### src/rtl/nlms_seq_ctrl.sv
// nlms_seq_ctrl
//   Per-sample sequencer for the NLMS echo canceller. It accepts one (x, d)
//   sample pair and writes x into the circular u buffer, replacing the oldest
//   entry. It keeps the running input energy (sumu) and starts the FIR. It
//   forms e = d - y with saturation, then optionally runs the weight update.
//
// Ports
//   clk, rst_n                    clock, async active-low reset
//   i_sample_valid/o_sample_ready sample handshake (accepted only in IDLE)
//   i_x_in, i_d_in, i_adapt_en    reference, desired, adapt enable
//   o_u_wr_*                      u-buffer write port
//   o_u_rd_addr, i_u_rd_data      u-buffer read port (1-cycle latency)
//   o_head                        index of newest sample
//   o_sumu                        max(energy, SUMU_MIN)
//   o_fir_start, i_fir_done,
//   i_fir_y                       FIR handshake and result
//   o_e_n_data                    error held for the weight-update engine
//   o_w_update_start, i_w_finsh   weight-update handshake
//   o_y_out, o_e_out, o_out_valid per-sample outputs
//   o_busy, o_timeout_err         status (timeout is sticky until reset)
//
// state    | meaning
// ---------+-----------------------------------------------------------
// IDLE     | ready for a sample
// RD_OLD   | read address of the oldest sample presented to the RAM
// WAIT_OLD | RAM data returns; oldest sample captured at end of cycle
// WRITE    | write new sample, advance head, update energy
// FIR      | fir_start pulse, wait for fir_done (timed)
// ERR      | e = sat(d - y), register outputs
// WUPD     | hold w_update_start until w_finsh (timed)
// DONE     | out_valid pulse

module nlms_seq_ctrl #(
  parameter int TAPS       = 512,
  parameter int ADDR_W     = 9,
  parameter int DATA_WIDTH = 16,
  parameter int SUMU_W     = 41,
  parameter int SUMU_MIN   = 1,
  parameter int TIMEOUT    = 4096
) (
  input  logic                  clk,
  input  logic                  rst_n,
  input  logic                  i_sample_valid,
  output logic                  o_sample_ready,
  input  logic [DATA_WIDTH-1:0] i_x_in,
  input  logic [DATA_WIDTH-1:0] i_d_in,
  input  logic                  i_adapt_en,
  output logic                  o_u_wr_en,
  output logic [ADDR_W-1:0]     o_u_wr_addr,
  output logic [DATA_WIDTH-1:0] o_u_wr_data,
  output logic [ADDR_W-1:0]     o_u_rd_addr,
  input  logic [DATA_WIDTH-1:0] i_u_rd_data,
  output logic [ADDR_W-1:0]     o_head,
  output logic [SUMU_W-1:0]     o_sumu,
  output logic                  o_fir_start,
  input  logic                  i_fir_done,
  input  logic [DATA_WIDTH-1:0] i_fir_y,
  output logic [DATA_WIDTH-1:0] o_e_n_data,
  output logic                  o_w_update_start,
  input  logic                  i_w_finsh,
  output logic [DATA_WIDTH-1:0] o_y_out,
  output logic [DATA_WIDTH-1:0] o_e_out,
  output logic                  o_out_valid,
  output logic                  o_busy,
  output logic                  o_timeout_err
);

  localparam int TMR_W = $clog2(TIMEOUT + 1);
  localparam logic [TMR_W-1:0]  TMR_LOAD  = TMR_W'(TIMEOUT - 1);
  localparam logic [ADDR_W-1:0] ADDR_LAST = ADDR_W'(TAPS - 1);

  typedef enum logic [2:0] {
    IDLE, RD_OLD, WAIT_OLD, WRITE, FIR, ERR, WUPD, DONE
  } state_t;

  state_t r_state, w_state_nxt;
  logic   w_accept, w_tmo;

  logic [DATA_WIDTH-1:0]        r_x, r_d, r_x_old, r_y, r_y_out, r_e;
  logic                         r_adapt;
  logic [ADDR_W-1:0]            r_ptr, r_head;
  logic signed [SUMU_W-1:0]     r_energy;
  logic [SUMU_W-1:0]            r_sumu;
  logic [TMR_W-1:0]             r_tmr;
  logic                         r_fir_start, r_wus, r_terr;

  logic signed [2*DATA_WIDTH-1:0] w_xsq, w_osq;
  logic signed [SUMU_W-1:0]       w_sum, w_energy_nxt;
  logic signed [DATA_WIDTH:0]     w_e_wide;
  logic [DATA_WIDTH-1:0]          w_e_sat;
  logic [ADDR_W-1:0]              w_ptr_nxt;

  // Energy is a sliding sum of squares; the clamp only guards against a
  // buffer that was not cleared at reset.
  assign w_xsq = $signed(r_x) * $signed(r_x);
  assign w_osq = $signed(r_x_old) * $signed(r_x_old);
  assign w_sum = r_energy + SUMU_W'(w_xsq) - SUMU_W'(w_osq);
  assign w_energy_nxt = w_sum[SUMU_W-1] ? '0 : w_sum;

  assign w_e_wide = {r_d[DATA_WIDTH-1], r_d} - {r_y[DATA_WIDTH-1], r_y};
  always_comb begin
    w_e_sat = w_e_wide[DATA_WIDTH-1:0];
    if (w_e_wide[DATA_WIDTH] != w_e_wide[DATA_WIDTH-1])
      w_e_sat = w_e_wide[DATA_WIDTH] ? {1'b1, {(DATA_WIDTH-1){1'b0}}}
                                     : {1'b0, {(DATA_WIDTH-1){1'b1}}};
  end

  assign w_ptr_nxt = (r_head == ADDR_LAST) ? '0 : r_head + ADDR_W'(1);

  always_ff @(posedge clk or negedge rst_n) begin
    if (!rst_n) r_state <= IDLE;
    else        r_state <= w_state_nxt;
  end

  always_comb begin
    w_state_nxt    = r_state;
    w_accept       = 1'b0;
    w_tmo          = 1'b0;
    o_sample_ready = 1'b0;
    o_u_wr_en      = 1'b0;
    o_out_valid    = 1'b0;
    o_busy         = 1'b1;
    case (r_state)
      IDLE: begin
        o_sample_ready = 1'b1;
        o_busy         = 1'b0;
        if (i_sample_valid) begin
          w_accept    = 1'b1;
          w_state_nxt = RD_OLD;
        end
      end
      RD_OLD:   w_state_nxt = WAIT_OLD;
      WAIT_OLD: w_state_nxt = WRITE;
      WRITE: begin
        o_u_wr_en   = 1'b1;
        w_state_nxt = FIR;
      end
      FIR: begin
        if (i_fir_done) w_state_nxt = ERR;
        else if (r_tmr == '0) begin
          w_tmo       = 1'b1;
          w_state_nxt = IDLE;
        end
      end
      ERR: w_state_nxt = r_adapt ? WUPD : DONE;
      WUPD: begin
        // completion takes priority over a simultaneous timer expiry
        if (i_w_finsh) w_state_nxt = DONE;
        else if (r_tmr == '0) begin
          w_tmo       = 1'b1;
          w_state_nxt = IDLE;
        end
      end
      DONE: begin
        o_out_valid = 1'b1;
        w_state_nxt = IDLE;
      end
      default: w_state_nxt = IDLE;
    endcase
  end

  always_ff @(posedge clk or negedge rst_n) begin
    if (!rst_n) begin
      r_x         <= '0;
      r_d         <= '0;
      r_adapt     <= 1'b0;
      r_x_old     <= '0;
      r_y         <= '0;
      r_y_out     <= '0;
      r_e         <= '0;
      r_ptr       <= '0;
      r_head      <= ADDR_LAST;
      r_energy    <= '0;
      r_sumu      <= SUMU_W'(SUMU_MIN);
      r_tmr       <= '0;
      r_fir_start <= 1'b0;
      r_wus       <= 1'b0;
      r_terr      <= 1'b0;
    end else begin
      r_fir_start <= 1'b0;
      if (w_tmo) r_terr <= 1'b1;
      case (r_state)
        IDLE: begin
          if (w_accept) begin
            r_x     <= i_x_in;
            r_d     <= i_d_in;
            r_adapt <= i_adapt_en;
            r_ptr   <= w_ptr_nxt;
          end
        end
        WAIT_OLD: r_x_old <= i_u_rd_data;
        WRITE: begin
          r_head      <= r_ptr;
          r_energy    <= w_energy_nxt;
          r_sumu      <= (w_energy_nxt < SUMU_MIN) ? SUMU_W'(SUMU_MIN)
                                                   : w_energy_nxt;
          r_tmr       <= TMR_LOAD;
          r_fir_start <= 1'b1;
        end
        FIR: begin
          if (i_fir_done)      r_y   <= i_fir_y;
          else if (r_tmr != '0) r_tmr <= r_tmr - TMR_W'(1);
        end
        ERR: begin
          r_e     <= w_e_sat;
          r_y_out <= r_y;
          if (r_adapt) begin
            r_wus <= 1'b1;
            r_tmr <= TMR_LOAD;
          end
        end
        WUPD: begin
          if (i_w_finsh || r_tmr == '0) r_wus <= 1'b0;
          else                          r_tmr <= r_tmr - TMR_W'(1);
        end
        default: ;
      endcase
    end
  end

  assign o_u_wr_addr      = r_ptr;
  assign o_u_wr_data      = r_x;
  assign o_u_rd_addr      = r_ptr;
  assign o_head           = r_head;
  assign o_sumu           = r_sumu;
  assign o_fir_start      = r_fir_start;
  assign o_e_n_data       = r_e;
  assign o_e_out          = r_e;
  assign o_y_out          = r_y_out;
  assign o_w_update_start = r_wus;
  assign o_timeout_err    = r_terr;

endmodule

### config.mk
export PLATFORM = sky130hd
export DESIGN_NAME = nlms_seq_ctrl
export DESIGN_NICKNAME = d
export VERILOG_FILES = /design/src/rtl/nlms_seq_ctrl.sv
export SDC_FILE = /design/constraint.sdc
export NUM_CORES = 2
export LEC_CHECK = 0
export CAP_MARGIN = 20
export CORE_MARGIN = 8
export CORE_UTILIZATION = 25
export CTS_CLUSTER_DIAMETER = 100
export DETAILED_ROUTE_END_ITERATION = 8
export GPL_TIMING_DRIVEN = 0
export SLEW_MARGIN = 20
export SYNTH_ARGS = -nofsm -noshare
export SYNTH_HDL_FRONTEND = slang
export SYNTH_SLANG_ARGS = --single-unit
export TNS_END_PERCENT = 100
### constraint.sdc
create_clock -name clk -period 12.7 [get_ports clk]
set_input_delay 2.54 -clock clk [delete_from_list [all_inputs] [get_ports clk]]
set_output_delay 2.54 -clock clk [all_outputs]
set_load 0.05 [all_outputs]
=== Word level (Yosys, flattened, before mapping) ===
Index checks and enable logic that the tools add are counted.

* Bits of input ports: 70
* Register bits after elaboration: 216
* Output and inout port bits: 139

* Add/sub/neg operators: 5
* Multiplexer cells: 29
* Reductions and logical operators: 10
* Equality and inequality tests: 15
* Magnitude comparators: 1
* $mul: 2

{| class="wikitable"
|+ Operators with widths
! operator !! number
|-
| 40-bit two-way mux || 2
|-
| 16-bit by 16-bit multiplier with 32-bit output || 2
|-
| 13-bit two-way mux || 4
|-
| 13-bit one-hot mux with 4 select lines || 1
|-
| 41-bit by 32-bit adder with 41-bit output || 1
|-
| 41-bit by 32-bit subtractor with 41-bit output || 1
|-
| 40-bit by 1-bit less-than comparator with 1-bit output, second input constant || 1
|-
| 16-bit two-way mux || 2
|-
| 3-bit one-hot mux with 8 select lines || 1
|-
| 16-bit by 16-bit subtractor with 17-bit output || 1
|-
| 13-bit logical NOT || 1
|-
| 13-bit nonzero test || 1
|-
| 13-bit by 1-bit subtractor with 13-bit output, second input constant || 1
|-
| 3-bit == test, second input constant || 4
|-
| 1-bit two-way mux || 12
|-
| 3-bit two-way mux || 4
|-
| 2-bit != test, second input constant || 6
|-
| 9-bit by 1-bit adder with 9-bit output, second input constant || 1
|-
| 9-bit == test, second input constant || 1
|-
| 9-bit two-way mux || 1
|-
| 3-bit by 2-bit == test with 1-bit output, second input constant || 2
|-
| 5-bit AND reduction || 1
|-
| 1-bit one-hot mux with 2 select lines || 2
|-
| 2-bit AND reduction || 2
|-
| other kinds (7) || 7
|}

=== Depth between registers and ports, before layout ===
* Depth in word-level cells: 6
* Mapped depth: 32
* Gate-level depth less buffers: 28

=== Worst setup path before layout ===
No wires, ideal clock.

* Kind: reg-to-reg
* From: register r_x[15], in the netlist o_u_wr_data[15]
* To: register r_sumu[0], in the netlist o_sumu[0]
* Clock period less this slack: 8344 ps
* Arrival: 8272 ps
* Stages on the path, launching flop included: 30
* Buffers on the path: 3
* Setup slack: 4356 ps
* Setup time: 72 ps
* Path through: dfrtp_1 > clkbuf_1 > buf_1 > nand2_1 > fa_1 > inv_1 > fa_1 > inv_1 > fa_1 > inv_1 > fa_1 > fa_1 > inv_1 > fa_1 > inv_1 > fa_1 > inv_1 > fa_1 > inv_1 > ha_1 > buf_6 > a21o_1 > a21o_1 > a2111oi_4 > nor3_1 > nor3_4 > o21ai_1 > xor2_1 > or4b_1 > o21ai_1

* Cells in the longest elaborated chain, start to end: 6

{| class="wikitable"
|+ RTL lines
! item !! RTL line !! text
|-
| from (decl) || 79 || <nowiki>logic [DATA_WIDTH-1:0] r_x, r_d, r_x_old, r_y, r_y_out, r_e;</nowiki>
|-
| from (signal assigned) || 185 || <nowiki>r_x <= i_x_in;</nowiki>
|-
| 16-bit by 16-bit multiplier with 32-bit output (*) || 95 || <nowiki>assign w_xsq = $signed(r_x) * $signed(r_x);</nowiki>
|-
| 41-bit by 32-bit adder with 41-bit output (*) || 97 || <nowiki>assign w_sum = r_energy + SUMU_W'(w_xsq) - SUMU_W'(w_osq);</nowiki>
|-
| 41-bit by 32-bit subtractor with 41-bit output (*) || 97 ||
|-
| 40-bit two-way mux (*) || 98 || <nowiki>assign w_energy_nxt = w_sum[SUMU_W-1] ? '0 : w_sum;</nowiki>
|-
| 40-bit by 1-bit less-than comparator with 1-bit output || 195 || <nowiki>r_sumu <= (w_energy_nxt < SUMU_MIN) ? SUMU_W'(SUMU_MIN)</nowiki>
|-
| 40-bit two-way mux (*) || 195 ||
|-
| to (signal assigned) || 174 || <nowiki>r_sumu <= SUMU_W'(SUMU_MIN);</nowiki>
|-
| to (signal assigned) || 195 ||
|-
| to (decl) || 83 || <nowiki>logic [SUMU_W-1:0] r_sumu;</nowiki>
|}

Mark *: on every way between the ends. The rest lies on a longest branch, timed or not.
A chain may end at the register's enable or synchronous reset.

=== Worst setup path after layout ===
* From: register r_x[15], in the netlist o_u_wr_data[15]
* To: register r_sumu[37], in the netlist o_sumu[37]

The elaborated chain is that of the path after synthesis.

==> metrics.cfg <==
[run_status]
status=finished clean

[placement]
port_buffers=207
place_hpwl_mm=80.44
place_area_um2=35730
place_congestion=0.9161
post-place-ws_ns=2.399

[finish]
drive_gt1_share_pct=6.105
layout_common_cells=inv_1, fa_1, nand2_1
fin_area_um2=36900
diodes=0
final_common_cell=inv_1
nets=4394
syn_to_final_growth_pct=17.15
num-fill-cells=13078

[setup_path]
startpoint_type=flop
cp_common_cell=fa_1
setup.worst_path.start=o_u_wr_data[15]
regToRegSetupSlack_ns=2.62
cp-end-kind=flop
slowest_delay_ns=0.78
critPathCapture=o_sumu[37]
reg2reg_to=o_sumu[37]
cp.required_ns=13.12
path_buf_inv=8
path_delay_family=adder cells
cp_max_fo=10
crit_type=flop to flop
arrival_ns=10.50
path_depth=26
ff2ff_path_depth=26
regToRegStartpoint=o_u_wr_data[15]
cp_slowest_cell=mux2i_1

[timing]
slew_violations=0
slew_headroom_pct=27.96
tightest_slew_ns=1.077
fin_crit_ns=10.08
post-route-period-util_pct=79.40
rsz0062_at_grt=no
finalClockSkew_ns=0.02394
finalHoldViolCount=0
setup_viol=0
setup_slack_ns=2.617
fmax_mhz=99.17

[global_routing]
antenna_found_initial=0
grt-ovfl-total=0
grt_start_max_net_pins=80
grt_usage_pct=13.80
grt_pass1_vias=24165
grt_pass1_wl_mm=146.8

[min_path]
hold_path.class=flop to flop

[clocking]
insertion_delay_ns=0.58
cts_root_buffer=clkbuf_16
cts_tree=yes
cts.path.max_buffers=3
cts_setup_buffers=0
cts_sinks=214
cts_resized=0
numCtsBuffers=34
hold_buffers=0
path_clk_slew_ns=0.07
cts_htree_levels=2

[logic_synthesis]
yosys.area.top_type_share_pct=40.67
syn_nets=4148
ys.flop_type=dfrtp_1
synth_area_per_cell_um2=9.789
synth_edf_count=0
ys_top_cells_by_area=fa_1, dfrtp_1, inv_1, ha_1, nand2_1
postSynth.asyncResetShare_pct=100.0
synth_area_um2=31500
synthCells=3218
ys_seq_area_share_pct=17.04
netlist-cell-type-count=94
yosysWarnings=0
synth_largest_area_cell=fa_1
synth-seq-cells=214

[detailed_routing]
via_per_inst=4.280
wire_per_inst_um=17.99
drt_iter0_markers=1211
drt-total-wl_mm=92.46
post-route-drc-count=0
antenna_left=0
dr.pass1.iters=5
vias=21994

[die]
ios=209
die_area_um2=137600
core_area_um2=125400
rows=130
initial_utilization_pct=25.12
dieWidth_um=371.0
die_y_um=371.0

[job]
drv_cap=0

## sequential cells by signal, summed over array words and instances, names as in the netlist, 13 cells and up
signal / flops
o_y_out: 16
r_energy: 40
o_u_wr_data: 16
o_e_n_data: 16
r_x_old: 16
r_y: 16
o_sumu: 40
r_tmr: 13
r_d: 16
## worst reg2reg max path: cells and delay by family, from the launching register on
kind                       cells  cell delay [ns]
adders and majority gates      9             4.56
DFF                            1             0.43
buffers and inverters          8             2.15
AOI/OAI and AO/OA              4             1.05
muxes                          1             0.78
and+or+nand+nor                4             0.97
## final cells by class
cell class                 count  area, um^2  share of cell area, %
buffer                       126       650.6                  1.763
clock buffer                  41       917.1                  2.485
clock inverter                20       259.0                 0.7018
inverter                     882        3311                  8.971
multi-input combinational   1996       22180                  60.09
sequential                   214        5368                  14.54
tap                         1650        2064                  5.594
timing repair buffer         210        2160                  5.852
## routing by layer
layer  vias to the layer above  GRT usage (%)  wire length [um]
met3                       132          3.041              5873
met2                       574          22.71             43060
met1                     11112          18.27             40580
met4                         0          3.813              2951
li1                      10176              -                 -
met5                         -              0                 0
## Yosys cell counts (4+ instances only)
library cell and count:
o21ai_0 119, o41ai_1 4, buf_6 5, and2_1 54
dfrtp_1 204, fa_1 640, o211ai_1 8, nor2_1 75
o31ai_1 11, nor2b_1 22, buf_2 11, a21oi_1 66
dfstp_2 10, a22o_1 39, and3_1 9, o21a_1 7
xor2_1 19, ha_1 220, nand4_1 7, a21o_1 22
nand2_1 372, or2_2 14, inv_1 881, clkbuf_1 74
o21bai_1 5, o21ai_1 12, mux2i_1 4, nand2b_1 9
xnor2_1 44, buf_4 33, nand3_1 25, a21boi_0 6
or3_1 13, a211oi_1 7, a31oi_1 5, nor3_1 28
mux2_2 48
## logic make-up after synthesis
family                   share of synthesized area (%)
AND/OR/NAND/NOR                                  9.405
other                                          0.01190
adder cells (fa/ha/maj)                          49.41
buffers and inverters                            12.57
multiplexers                                     1.891
AO/OA/AOI/OAI                                    7.924
XOR/XNOR                                         1.752
flip-flops                                       17.04
## worst min-delay path by stage
stage	end	cells past startpoint	startpoint	slack, ns
2_1_floorplan	r_tmr[5]	1	r_tmr[5]	0.45
3_3_place_gp	o_head[8]	2	o_head[8]	0.46
3_5_place_dp	o_head[8]	2	o_head[8]	0.46
4_1_cts	o_head[8]	2	o_head[8]	0.47
5_1_grt	o_sumu[28]	2	o_sumu[28]	0.49
6_report	o_head[8]	2	o_head[8]	0.47
## through the flow
step	util, %	std cells	hold WS [ns]	setup TNS (ns)
final	29.43	5139	0.4688	0
after global routing	29.43	5139	0.4938	0
after CTS	29.43	5139	0.4719	0
after detailed placement	28.49	5078	0.4631	0
after global placement	28.42	5075	0.4582	-352.03
after floorplan	-	3218	0.4485	0
Power is left out: the tool's default activity adds up to more than one toggle a clock period on the data nets, which glitch-free logic cannot reach.
